--- src/rtl/count_cmd_seq.sv ---
// rtl/count_cmd_seq.sv - command-driven sequencer and checker for the reloadable up/down counter
//
// Accepts one command at a time (start value, step count, direction), loads the counter, lets it
// count for the programmed number of cycles and compares its count output every cycle against an
// internal model of the counter, then pulses o_done.
//
// Ports:
//   i_clk          sole clock, rising edge
//   i_reset_async  asynchronous active-high reset
//   i_cmd_valid    command present
//   o_cmd_ready    command accepted when high (IDLE decode)
//   i_cmd_start    start/reload value for the counter
//   i_cmd_steps    number of counting cycles N
//   i_cmd_up       direction, 1 = up, 0 = down
//   o_load         counter load strobe
//   o_load_val     counter load value (holds last start value)
//   o_up           counter direction (holds last command's direction)
//   i_count        counter's registered count output
//   o_busy         high in every state except IDLE
//   o_done         one-cycle pulse at end of command
//   o_err          sticky mismatch flag for current/last command
module count_cmd_seq #(
  parameter int DATA_WIDTH = 4,
  parameter int STEP_WIDTH = 8
) (
  input  logic                  i_clk,
  input  logic                  i_reset_async,
  input  logic                  i_cmd_valid,
  output logic                  o_cmd_ready,
  input  logic [DATA_WIDTH-1:0] i_cmd_start,
  input  logic [STEP_WIDTH-1:0] i_cmd_steps,
  input  logic                  i_cmd_up,
  output logic                  o_load,
  output logic [DATA_WIDTH-1:0] o_load_val,
  output logic                  o_up,
  input  logic [DATA_WIDTH-1:0] i_count,
  output logic                  o_busy,
  output logic                  o_done,
  output logic                  o_err
);

  typedef enum logic [1:0] {
    S_IDLE = 2'd0,
    S_LOAD = 2'd1,
    S_STEP = 2'd2,
    S_DONE = 2'd3
  } state_t;

  state_t                state_q, state_d;
  logic [DATA_WIDTH-1:0] start_q, start_d;
  logic [STEP_WIDTH-1:0] steps_q, steps_d;
  logic                  up_q, up_d;
  logic [DATA_WIDTH-1:0] exp_q, exp_d;
  logic [STEP_WIDTH-1:0] rem_q, rem_d;
  logic                  err_q, err_d;
  logic                  load_q, load_d;
  logic                  done_q, done_d;

  logic                  accept;
  logic                  mismatch;
  logic                  exp_wrap;
  logic [DATA_WIDTH-1:0] exp_next;

  assign accept = (state_q == S_IDLE) && i_cmd_valid;

  // Model of the counter: at the terminal value it reloads the start value instead of rolling over.
  assign exp_wrap = up_q ? (exp_q == {DATA_WIDTH{1'b1}}) : (exp_q == {DATA_WIDTH{1'b0}});
  assign exp_next = exp_wrap ? start_q
                  : (up_q ? exp_q + DATA_WIDTH'(1) : exp_q - DATA_WIDTH'(1));

  always_comb begin
    state_d  = state_q;
    start_d  = start_q;
    steps_d  = steps_q;
    up_d     = up_q;
    exp_d    = exp_q;
    rem_d    = rem_q;
    load_d   = 1'b0;
    done_d   = 1'b0;
    mismatch = 1'b0;

    case (state_q)
      S_IDLE: begin
        if (accept) begin
          start_d = i_cmd_start;
          steps_d = i_cmd_steps;
          up_d    = i_cmd_up;
          state_d = S_LOAD;
          load_d  = 1'b1;
        end
      end
      S_LOAD: begin
        exp_d = start_q;
        rem_d = steps_q;
        if (steps_q == {STEP_WIDTH{1'b0}}) begin
          state_d = S_DONE;
          done_d  = 1'b1;
        end else begin
          state_d = S_STEP;
        end
      end
      S_STEP: begin
        mismatch = (i_count != exp_q);
        exp_d    = exp_next;
        rem_d    = rem_q - STEP_WIDTH'(1);
        if (rem_q == STEP_WIDTH'(1)) begin
          state_d = S_DONE;
          done_d  = 1'b1;
        end
      end
      S_DONE: begin
        // exp_q has advanced N times by now, i.e. it holds the final expected count
        mismatch = (i_count != exp_q);
        state_d  = S_IDLE;
      end
      default: begin
        state_d = S_IDLE;
      end
    endcase

    // Acceptance clears the flag; otherwise it is sticky.
    err_d = accept ? 1'b0 : (err_q | mismatch);
  end

  always_ff @(posedge i_clk or posedge i_reset_async) begin
    if (i_reset_async) begin
      state_q <= S_IDLE;
      start_q <= '0;
      steps_q <= '0;
      up_q    <= 1'b0;
      exp_q   <= '0;
      rem_q   <= '0;
      err_q   <= 1'b0;
      load_q  <= 1'b0;
      done_q  <= 1'b0;
    end else begin
      state_q <= state_d;
      start_q <= start_d;
      steps_q <= steps_d;
      up_q    <= up_d;
      exp_q   <= exp_d;
      rem_q   <= rem_d;
      err_q   <= err_d;
      load_q  <= load_d;
      done_q  <= done_d;
    end
  end

  assign o_cmd_ready = (state_q == S_IDLE);
  assign o_busy      = (state_q != S_IDLE);
  assign o_load      = load_q;
  assign o_load_val  = start_q;
  assign o_up        = up_q;
  assign o_done      = done_q;
  assign o_err       = err_q;

endmodule

--- config.mk ---
export PLATFORM = sky130hd
export DESIGN_NAME = count_cmd_seq
export DESIGN_NICKNAME = d
export VERILOG_FILES = /design/src/rtl/count_cmd_seq.sv
export SDC_FILE = /design/constraint.sdc
export NUM_CORES = 1
export LEC_CHECK = 0
export BUFFER_PORTS_ARGS = -buffer_cell sky130_fd_sc_hd__buf_2
export CAP_MARGIN = 25
export CORE_MARGIN = 5
export CORE_UTILIZATION = 55
export CTS_CLUSTER_SIZE = 25
export DETAILED_ROUTE_END_ITERATION = 6
export GPL_TIMING_DRIVEN = 0
export PLACE_DENSITY = 0.79
export SLEW_MARGIN = 20
export SYNTH_ARGS = -nofsm -noshare
export SYNTH_HDL_FRONTEND = slang
export SYNTH_SLANG_ARGS = --single-unit
--- constraint.sdc ---
create_clock -name i_clk -period 2.8 [get_ports i_clk]
set_clock_uncertainty 0.15 [all_clocks]
set_input_delay 0.14 -clock i_clk [delete_from_list [all_inputs] [get_ports i_clk]]
set_output_delay 0.14 -clock i_clk [all_outputs]
set_load 0.05 [all_outputs]
Yosys cells after proc, flatten, opt, wreduce, memory -nomap -nowiden
Index checks and enable logic that the tools add are counted.
{"block": "totals", "register_bits": 30, "inputBits": 20, "output_inout_bits": 10, "wordCells": 46}
{"block": "classes", "add_sub_neg": 3, "n_eq_ne": 8, "n_mux": 16, "bitwise_logic": 1, "reduce_logical": 9}
{"op": "case mux 8 bit (2 select lines)", "n": 1}
{"op": "== test 8 x 1 -> 1 bit, second input constant", "n": 1}
{"op": "logical NOT 8 bit", "n": 1}
{"op": "2-to-1 mux 1 bit", "n": 8}
{"op": "2-to-1 mux 4 bit", "n": 2}
{"op": "case mux 2 bit (4 select lines)", "n": 1}
{"op": "case mux 4 bit (2 select lines)", "n": 1}
{"op": "subtractor 8 x 1 -> 8 bit, second input constant", "n": 1}
{"op": "adder 4 x 1 -> 4 bit, second input constant", "n": 1}
{"op": "== test 2 bit, second input constant", "n": 2}
{"op": "== test 4 bit, second input constant", "n": 1}
{"op": "logical NOT 4 bit", "n": 1}
{"op": "2-to-1 mux 2 bit", "n": 2}
{"op": "inequality test 4 bit", "n": 1}
{"op": "AND reduction 2 bit", "n": 2}
{"op": "nonzero test 2 bit", "n": 2}
{"op": "subtractor 4 x 1 -> 4 bit, second input constant", "n": 1}
{"op": "== test 2 x 1 -> 1 bit, second input constant", "n": 1}
{"op": "logical NOT 2 bit", "n": 1}
{"op": "inequality test 2 x 1 -> 1 bit, second input constant", "n": 1}
{"op": "inequality test 2 bit, second input constant", "n": 1}
{"op": "case mux 1 bit (2 select lines)", "n": 1}
{"op": "OR reduction 2 bit", "n": 1}
{"op": "logical AND 1 bit", "n": 1}
{"op": "bitwise OR 1 bit", "n": 1}

Logic depth before layout (Yosys ltp)
Gate-level depths: netlist (run 1).
{"block": "depth", "ltp_word": 5, "ltp_mapped": 7, "depth_no_buf": 6}

Worst setup path before layout (run 1)
No wires, ideal clock.
{"block": "synth_timing", "path_type": "register to register", "startpoint": "register up_q (netlist: o_up)", "endpoint": "register exp_q[3]", "setup_ns": 0.120, "arrival_time_ns": 2.095, "required_time_ns": 2.530, "setup_slack_ns": 0.434, "stages_incl_launch_ff": 7, "path_buffers": 0, "synth_period_minus_slack_ns": 2.366, "cell_sequence": "dfrtp_1 -> inv_1 -> ha_1 -> and3_1 -> or3_1 -> a211o_1 -> o211a_1"}
{"block": "synth_via", "elab_chain_len": 3}
{"item": "start, declared", "line": "52", "rtl": "logic up_q, up_d;"}
{"item": "start signal, assigned", "line": "140", "rtl": "up_q <= up_d;"}
{"item": "2-to-1 mux 4 bit or 2-to-1 mux 1 bit (tied branches)", "line": "69, 67"}
{"item": "2-to-1 mux 4 bit *", "line": "68", "rtl": "assign exp_next = exp_wrap ? start_q"}
{"item": "case mux 4 bit (2 select lines) *", "line": "82", "rtl": "case (state_q)"}
{"item": "end signal, assigned", "line": "141", "rtl": "exp_q <= exp_d;"}
{"item": "end, declared", "line": "53", "rtl": "logic [DATA_WIDTH-1:0] exp_q, exp_d;"}
Every way passes the cells marked *; elsewhere a longest branch is shown, timed or not.
A chain may end at the register's enable or synchronous reset.

Worst setup path after layout (run 1)
Ends and elaborated chain as after synthesis.

==> results_dict.tcl, run 1 <==
set metrics [dict create \
    ys_warn_count 0 \
    io_pins 30 \
    synth_nets 193 \
    drv_slew 0 \
    antenna_found_initial 0 \
    r2r_slack_ns 0.69 \
    crit_chain "inv_1, ha_1, and3_1, or3_1, a211o_1, o211a_1" \
    grt_pass1_vias 1401 \
    async_flop_share 1.00 \
    place.gp.congestion 0.887 \
    top_usage_layer "met2" \
    h-tree-depth 2 \
    gr-usage-met1 0.245 \
    critPathMaxStageDelay_ns 0.43 \
    crit_start "o_up$_DFFE_PP0P_" \
    instances_no_fill 246 \
    start_util 0.585 \
    crit_arrival_ns 2.19 \
    criticalPathCategory "register to register" \
    vias 1426 \
    drt_wl_total_um 3780 \
    timing.rr.end "exp_q[3]$_DFFE_PP0P_" \
    dp_hpwl_um 2760 \
    p_per_area_nw_per_um2 1290 \
    layout-drive-gt1-share 0.242 \
    postCtsResizedCells 0 \
    ys.flop_type "dfrtp_1" \
    chipHeight_um 64.6 \
    synth_cells 163 \
    grt_first_pass_wirelength_um 6340 \
    crit_slowest_cell "dfrtp_1" \
    drt_pass1_iterations 4 \
    hold_violations 0 \
    holdWs_ns 0.0935 \
    rsz0062_at_grt "no" \
    netlist_area_um2 1640 \
    cp-end-kind "register" \
    cts_buffers 5 \
    final_common_cell "buf_2" \
    r2r_cells 6 \
    start_kind "register" \
    drcViolationCount 0 \
    hold_start "i_cmd_valid" \
    vias_per_cell 5.80 \
    clock.fmax_ghz 0.475 \
    std_cell_rows 19 \
    cts_tree "yes" \
    vdd_drop_max_uv 770 \
    r2r-start "o_up$_DFFE_PP0P_" \
    layout_common_cells "buf_2, dfrtp_1, o21ai_0, dlygate4sd3_1, nand2_1" \
    grt_util_met3 0.0518 \
    setup_viol 0 \
    grt_max_degree 19 \
    die_area_um2 4180 \
    status "completed" \
    syn-mean-instance-area_um2 10.1 \
    maxSlewHeadroom 0.628 \
    path_max_fanout 6 \
    hp-class "primary input to register" \
    synth_edf_count 0 \
    finalCritPeriodShare 0.753 \
    ant_nets 0 \
    clkTransAtPathRegs_ns 0.10 \
    grt_overflow_total 0 \
    clkLatencyLatePin_ns 0.34 \
    synth-seq-area-share 0.457 \
    clock_path_buffers 2 \
    yosysUniqueCellTypes 39 \
    core_area_um2 2810 \
    fin_util 0.732 \
    wire_per_inst_um 15.4 \
    port_buffers 29 \
    worst_pin_slew_ns 0.557 \
    drt_iter0_drc 52 \
    critPathRequiredTime_ns 2.88 \
    setup_tns_ns 0 \
    place_inst 224 \
    clock-root-buffer "clkbuf_4" \
    ys_ff_latch 30 \
    hold_depth 4 \
    clock-sinks 30 \
    fin_nets 244 \
    insertedDiodeCount 0 \
    grt_usage 0.197 \
    leakagePower_nw 0.938 \
    finalCriticalPeriod_ns 2.11 \
    syn_to_final_growth_pct 25.1 \
    maxCapViolCount 0 \
    die_w_um 64.6 \
    use_met2 0.338 \
    hold_end "state_q[0]$_DFFE_PP0P_" \
]
worst max-delay path by stage:
stage / slack, ns / end
floorplan: 0.43 / exp_q[3]$_DFFE_PP0P_
global placement: 0.75 / exp_q[3]$_DFFE_PP0P_
detailed placement: 0.72 / exp_q[3]$_DFFE_PP0P_
CTS: 0.71 / exp_q[3]$_DFFE_PP0P_
global route: 0.59 / exp_q[3]$_DFFE_PP0P_
finish: 0.69 / exp_q[3]$_DFFE_PP0P_
layer usage:
metal / up-vias / routed length (um)
met5: - / 0
met3: 6 / 300
met2: 50 / 1840
met4: 0 / 48
li1: 691 / -
met1: 679 / 1590
stage by stage:
stage | instance area [um^2] | worst slack, ns | total power [mW]
after CTS | 2050 | 0.710 | 2.65
final | 2050 | 0.693 | 2.65
after detailed placement | 1850 | 0.722 | 2.36
after global routing | 2050 | 0.587 | 2.85
after floorplan | 1640 | 0.434 | 1.99
after global placement | 1830 | 0.751 | 2.27
worst max-delay path: cells and delay by family, from the launching register on:
family / cells / cell delay (ns)
and+or+nand+nor: 2 / 0.54
buffers and inverters: 1 / 0.14
AOI/OAI and AO/OA: 2 / 0.40
adders and majority gates: 1 / 0.35
DFF: 1 / 0.43
flip-flops by register name, indices dropped and copies added, names as in the netlist:
register and count:
rem_q 8, steps_q 8, exp_q 4, o_load_val 4
state_q 2, o_done 1, o_err 1, o_load 1
o_up 1
power by group:
part / internal, mW / total, mW / switching, mW
Combinational: 0.570 / 1.47 / 0.901
Sequential: 0.659 / 0.903 / 0.244
Clock: 0.121 / 0.273 / 0.152
cells in the mapped netlist (2+ instances only):
| library cell | count | area, um^2 |
|---|---|---|
| a211o_1 | 2 | 17.5 |
| a21o_1 | 2 | 15.0 |
| a21oi_1 | 11 | 55.1 |
| a41oi_1 | 2 | 17.5 |
| buf_2 | 2 | 10.0 |
| clkbuf_1 | 3 | 11.3 |
| dfrtp_1 | 30 | 751 |
| ha_1 | 9 | 113 |
| inv_1 | 10 | 37.5 |
| mux2_2 | 12 | 135 |
| nand2_1 | 13 | 48.8 |
| nand3_1 | 5 | 25.0 |
| nand4_1 | 4 | 25.0 |
| nor2_1 | 9 | 33.8 |
| nor3_1 | 6 | 30.0 |
| o211ai_1 | 2 | 15.0 |
| o21ai_0 | 14 | 70.1 |
| o31ai_1 | 3 | 22.5 |
| xnor2_1 | 4 | 35.0 |
kinds of logic (layout without fill, tap and decap cells):
family	count (synthesis)	after routing	synth area share
AO/OA/AOI/OAI	43	43	0.162
buffers and inverters	16	68	0.0381
AND/OR/NAND/NOR	46	46	0.146
XOR/XNOR	5	5	0.0267
adder cells (fa/ha/maj)	10	10	0.0808
flip-flops	30	30	0.457
multiplexers	13	13	0.0884
final cells by class:
type | count | area (um^2)
multi-input combinational | 117 | 828
fill | 231 | 752
sequential | 30 | 751
timing repair buffer | 44 | 313
clock buffer | 7 | 55.1
tap | 31 | 38.8
inverter | 10 | 37.5
buffer | 6 | 25.0
clock inverter | 1 | 5.00
timing repair:
| action | CTS | global route |
|---|---|---|
| hold buffers | 14 | 0 |
| setup buffers | 0 | 0 |
| hold endpoints to repair | 25 | 0 |
Note: power is estimated with default switching activity, not from simulation.
==> inputs of run 2 (changes only) <==
Settings changed: ABC_AREA from default to 1, CORE_UTILIZATION 55 to 50, PLACE_DENSITY 0.79 to 0.75.
Clock period 2.8 ns to 1.9 ns, I/O delays scaled along.
==> results_dict.tcl, run 2 <==
set metrics [dict create \
    status "completed" \
    cts_setup_buffers 0 \
    ys_ff_latch 30 \
    p_total_mw 4.09 \
    ys_top_cells_by_count "nand2_1, dfrtp_1, inv_1, nor2_1, o21ai_0" \
    layout-drive-gt1-share 0.195 \
    crit_arrival_ns 1.88 \
    clock-sinks 30 \
    die_area_um2 4810 \
    chipHeight_um 69.3 \
    ant_nets 0 \
    vias 1630 \
    hp-class "primary input to register" \
    cts_buffers 5 \
    hold_violations 0 \
    setup_viol 0 \
    drt_iter0_drc 78 \
    place.gp.congestion 0.790 \
    die_w_um 69.3 \
    top_regs "rem_q (8), steps_q (8)" \
    io_pins 30 \
    grt_max_degree 31 \
    synth.most_common_cell "nand2_1" \
    antenna_found_initial 0 \
    start_util 0.523 \
    grt_usage 0.188 \
    clock.fmax_ghz 0.556 \
    maxSlewHeadroom 0.586 \
    drt_wl_total_um 4160 \
    ys.flop_type "dfrtp_1" \
    ys_warn_count 0 \
    vias_per_cell 4.89 \
    finalCriticalPeriod_ns 1.80 \
    wire_per_inst_um 12.5 \
    layout_common_cells "nand2_1, buf_2, inv_1, dfrtp_1, nor2_1" \
    crit_slowest_cell "dfrtp_1" \
    insertedDiodeCount 0 \
    path_max_fanout 10 \
    critPathMaxStageDelay_ns 0.43 \
    criticalPathCategory "register to register" \
    syn_to_final_growth_pct 24.0 \
    h-tree-depth 2 \
    syn-mean-instance-area_um2 7.49 \
    synth_top_area_frac 0.426 \
    setup_tns_ns 0 \
    rsz0062_at_grt "no" \
    fill_cells 301 \
    clock-root-buffer "clkbuf_4" \
    synth_nets 265 \
    vdd_drop_max_uv 1170 \
    cts_tree "yes" \
    async_flop_share 1.00 \
    yosysUniqueCellTypes 25 \
    holdWs_ns 0.0779 \
    dp_hpwl_um 2840 \
    crit_chain "inv_1, ha_2, buf_4, inv_1, buf_4, nor2_1, nand2_1, nand2_1" \
    fin_nets 316 \
    clkTransAtPathRegs_ns 0.10 \
    synth_edf_count 0 \
    hold_start "i_count[1]" \
    critPathRequiredTime_ns 1.98 \
    std_cell_rows 21 \
    core_area_um2 3360 \
    crit_start "state_q[0]$_DFFE_PP0P_" \
    finalCritPeriodShare 0.947 \
    grt_first_pass_wirelength_um 7360 \
    worst_pin_slew_ns 0.620 \
    grt_pass1_vias 1594 \
    r2r-start "state_q[0]$_DFFE_PP0P_" \
    p_per_area_nw_per_um2 1870 \
    drv_slew 0 \
    netlist_area_um2 1760 \
    drcViolationCount 0 \
    port_buffers 29 \
    synth_cells 235 \
    critPathBufInv 4 \
    leakagePower_nw 1.17 \
    yosysTopAreaCell "dfrtp_1" \
    start_kind "register" \
    maxCapViolCount 0 \
    grt_overflow_total 0 \
    final_common_cell "nand2_1" \
    path_delay_family "buffers and inverters" \
    clkLatencyLatePin_ns 0.33 \
    ys_top_cells_by_area "dfrtp_1, nand2_1, ha_1, inv_1, o21ai_0" \
    drt_pass1_iterations 4 \
    clock_path_buffers 2 \
    synth-seq-area-share 0.426 \
    cp-end-kind "register" \
]
## run 2: cells by family (layout without fill, tap and decap cells)
logic type	count (synthesis)	count (layout)	share of synthesized area
AOI/OAI and AO/OA	33	33	0.104
DFF	30	30	0.426
and+or+nand+nor	120	120	0.282
buffers and inverters	38	90	0.0917
xor gates and xnor gates	4	4	0.0199
adders and majority gates	10	10	0.0753
## run 2: layout make-up
class,instances,area [um^2],share of cell area
multi-input cells,167,851,0.390
flip-flops and latches,30,752,0.344
repair buffers,44,295,0.135
inverters,32,123,0.0562
well taps,46,57.6,0.0264
clock buffers,6,51.3,0.0235
plain buffers,6,41.3,0.0189
clock inverters,2,12.5,0.00573
## run 2: worst paths after layout
check / endpoint / slack (ns) / cells after the start
max: rem_q[7]$_DFFE_PP0P_ / 0.10 / 8
min: o_err$_DFF_PP0_ / 0.08 / 6
max reg2reg: rem_q[7]$_DFFE_PP0P_ / 0.10 / 8
min reg2reg: steps_q[5]$_DFFE_PP0P_ / 0.37 / 2
max in group asynchronous: o_up$_DFFE_PP0P_ / 0.93 / 3
min in group asynchronous: exp_q[3]$_DFFE_PP0P_ / 0.24 / 3
## run 2: stage by stage
| step | util | setup WS, ns | area (um^2) | cells |
|---|---|---|---|---|
| 2_1_floorplan | - | 0.136 | 1760 | 235 |
| 3_3_place_gp | 0.585 | 0.0746 | 1970 | 310 |
| 3_5_place_dp | 0.585 | 0.0682 | 1970 | 310 |
| 4_1_cts | 0.648 | 0.0272 | 2180 | 333 |
| 5_1_grt | 0.649 | 0.0252 | 2180 | 333 |
| 6_report | 0.649 | 0.101 | 2180 | 333 |
## run 2: power by group
part           internal (mW)  leakage, nW  total (mW)  switching, mW
clock network          0.178       0.0343       0.411          0.233
logic                  0.826        0.766        2.44           1.61
registers              0.954        0.371        1.24          0.285
## run 2: layer usage
metal	wire length, um	GRT usage
met3	258	0.0464
met5	0	0
met1	1900	0.245
met2	1940	0.299
met4	62	0.0759
## run 2: worst reg2reg max path: stages (launching register included)
cell,delay [ns]
dfrtp_1,0.43
inv_1,0.13
ha_2,0.28
buf_4,0.17
inv_1,0.15
buf_4,0.21
nor2_1,0.07
nand2_1,0.06
nand2_1,0.04
## run 2: repair_timing
action / CTS / global route
setup endpoints to repair: 0 / 2
hold buffers: 15 / 0
hold endpoints to repair: 44 / 0
gates resized for setup: 0 / 2
==> inputs of run 3 (changes only) <==
--- a/config.mk
+++ b/config.mk
@@ -7,5 +7,5 @@
 export LEC_CHECK = 0
 export ABC_AREA = 1
-export BUFFER_PORTS_ARGS = -buffer_cell sky130_fd_sc_hd__buf_2
+export BUFFER_PORTS_ARGS = -buffer_cell sky130_fd_sc_hd__buf_4
 export CAP_MARGIN = 25
 export CORE_MARGIN = 5
@@ -13,5 +13,4 @@
 export CTS_CLUSTER_SIZE = 25
 export DETAILED_ROUTE_END_ITERATION = 6
-export GPL_TIMING_DRIVEN = 0
 export PLACE_DENSITY = 0.75
 export SLEW_MARGIN = 20
--- a/constraint.sdc
+++ b/constraint.sdc
@@ -3,3 +3,3 @@
 set_input_delay 0.095 -clock i_clk [delete_from_list [all_inputs] [get_ports i_clk]]
 set_output_delay 0.095 -clock i_clk [all_outputs]
-set_load 0.05 [all_outputs]
+set_load 0.01 [all_outputs]
==> results_dict.tcl, run 3 (same netlist as run 2, synthesis figures left out) <==
set metrics [dict create \
    setup_tns_ns 0 \
    clock_path_buffers 2 \
    chipHeight_um 69.3 \
    clock-sinks 30 \
    dp_hpwl_um 2850 \
    drt_wl_total_um 4030 \
    criticalPathCategory "register to register" \
    h-tree-depth 2 \
    grt_overflow_total 0 \
    worst_pin_slew_ns 0.379 \
    p_per_area_nw_per_um2 1710 \
    core_area_um2 3360 \
    cts_tree "yes" \
    r2r-start "state_q[0]$_DFFE_PP0P_" \
    fill_cells 294 \
    die_w_um 69.3 \
    layout_common_cells "nand2_1, buf_4, inv_1, dfrtp_1, nor2_1" \
    setup_viol 0 \
    place.gp.congestion 0.830 \
    p_total_mw 3.88 \
    fin_nets 316 \
    io_pins 30 \
    final_common_cell "nand2_1" \
    status "completed" \
    drcViolationCount 0 \
    grt_max_degree 31 \
    path_max_fanout 8 \
    crit_arrival_ns 1.78 \
    leakagePower_nw 1.21 \
    syn_to_final_growth_pct 29.0 \
    grt_usage 0.189 \
    insertedDiodeCount 0 \
    top_regs "rem_q (8), steps_q (8)" \
    vias_per_cell 4.87 \
    vdd_drop_max_uv 959 \
    wire_per_inst_um 12.1 \
    maxSlewHeadroom 0.747 \
    drt_pass1_iterations 4 \
    die_area_um2 4810 \
    start_kind "register" \
    hold_start "i_count[1]" \
    clock-root-buffer "clkbuf_4" \
    finalCritPeriodShare 0.888 \
    drt_iter0_drc 144 \
    clkTransAtPathRegs_ns 0.09 \
    cts_buffers 5 \
    vias 1622 \
    grt_pass1_vias 1600 \
    maxCapViolCount 0 \
    met3_length_um 255 \
    layout-drive-gt1-share 0.185 \
    hold_violations 0 \
    finalCriticalPeriod_ns 1.69 \
    ant_nets 0 \
    rsz0062_at_grt "no" \
    place_inst 310 \
    highest_layer "met4" \
    start_util 0.523 \
    cp-end-kind "register" \
    clock.fmax_ghz 0.593 \
    grt_first_pass_wirelength_um 7380 \
    drv_slew 0 \
    critPathRequiredTime_ns 1.99 \
    routedLengthMet1_um 1880 \
    hp-class "primary input to register" \
    std_cell_rows 21 \
    met2_length_um 1830 \
    seq_area_um2 751 \
    antenna_found_initial 0 \
    crit_start "state_q[0]$_DFFE_PP0P_" \
    multiInputGateArea_um2 848 \
    port_buffers 29 \
    clkLatencyLatePin_ns 0.34 \
    instances_no_fill 333 \
    cts_setup_buffers 0 \
    holdWs_ns 0.0716 \
    fin_util 0.675 \
]
[run 3: cell count changes in the layout (fill, tap and decap cells not counted)]
cell	delta
buf_2	-32
buf_4	+33
buf_6	-1
clkbuf_8	+2
clkinv_2	-1
clkinvlp_4	-1
dfrtp_1	+1
dfrtp_2	-1
ha_1	+1
ha_2	-1
inv_1	+1
inv_2	-1
[run 3: path summary, 6_finish.rpt]
| check | slack [ns] | to | depth (start not counted) |
|---|---|---|---|
| setup / recovery | 0.21 | exp_q[1]$_DFFE_PP0P_ | 8 |
| hold / removal | 0.07 | o_err$_DFF_PP0_ | 6 |
| setup reg to reg | 0.21 | exp_q[1]$_DFFE_PP0P_ | 8 |
| hold reg to reg | 0.39 | rem_q[7]$_DFFE_PP0P_ | 2 |
| max in group asynchronous | 1.07 | steps_q[0]$_DFFE_PP0P_ | 4 |
| min in group asynchronous | 0.25 | exp_q[1]$_DFFE_PP0P_ | 4 |
[run 3: repair_timing]
action	CTS	global route
hold buffers	15	0
resized for setup	0	0
endpoints found under the hold margin	44	0
[run 3: layer usage]
metal	track usage	vias up
li1	-	836
met1	0.256	729
met2	0.288	50
met3	0.0522	7
met4	0.0716	0
met5	0	-
[run 3: area by class of cell]
type / count / share of cell area
Inverter: 32 / 0.0540
Timing Repair Buffer: 50 / 0.182
Multi-Input combinational cell: 167 / 0.374
Tap cell: 46 / 0.0253
Clock buffer: 8 / 0.0347
Sequential cell: 30 / 0.331
[run 3: power breakdown]
part	internal (mW)	switching, mW
Sequential	0.953	0.276
Combinational	0.887	1.29
Clock	0.253	0.229
Total	2.09	1.79
[run 3: worst max-delay path, stage by stage (launching register included)]
cell and delay (ns):
dfrtp_1 0.42, inv_1 0.12, ha_1 0.32, inv_4 0.09
o21bai_1 0.16, nor2_1 0.14, nand2_1 0.07, nand3_1 0.07
nand2_1 0.05
[run 3: stage by stage]
stage | worst slack (ns) | area, um^2
after global routing | 0.0452 | 2270
after global placement | 0.265 | 2040
after CTS | 0.222 | 2270
after detailed placement | 0.224 | 2040
final | 0.213 | 2270
after floorplan | 0.303 | 1760
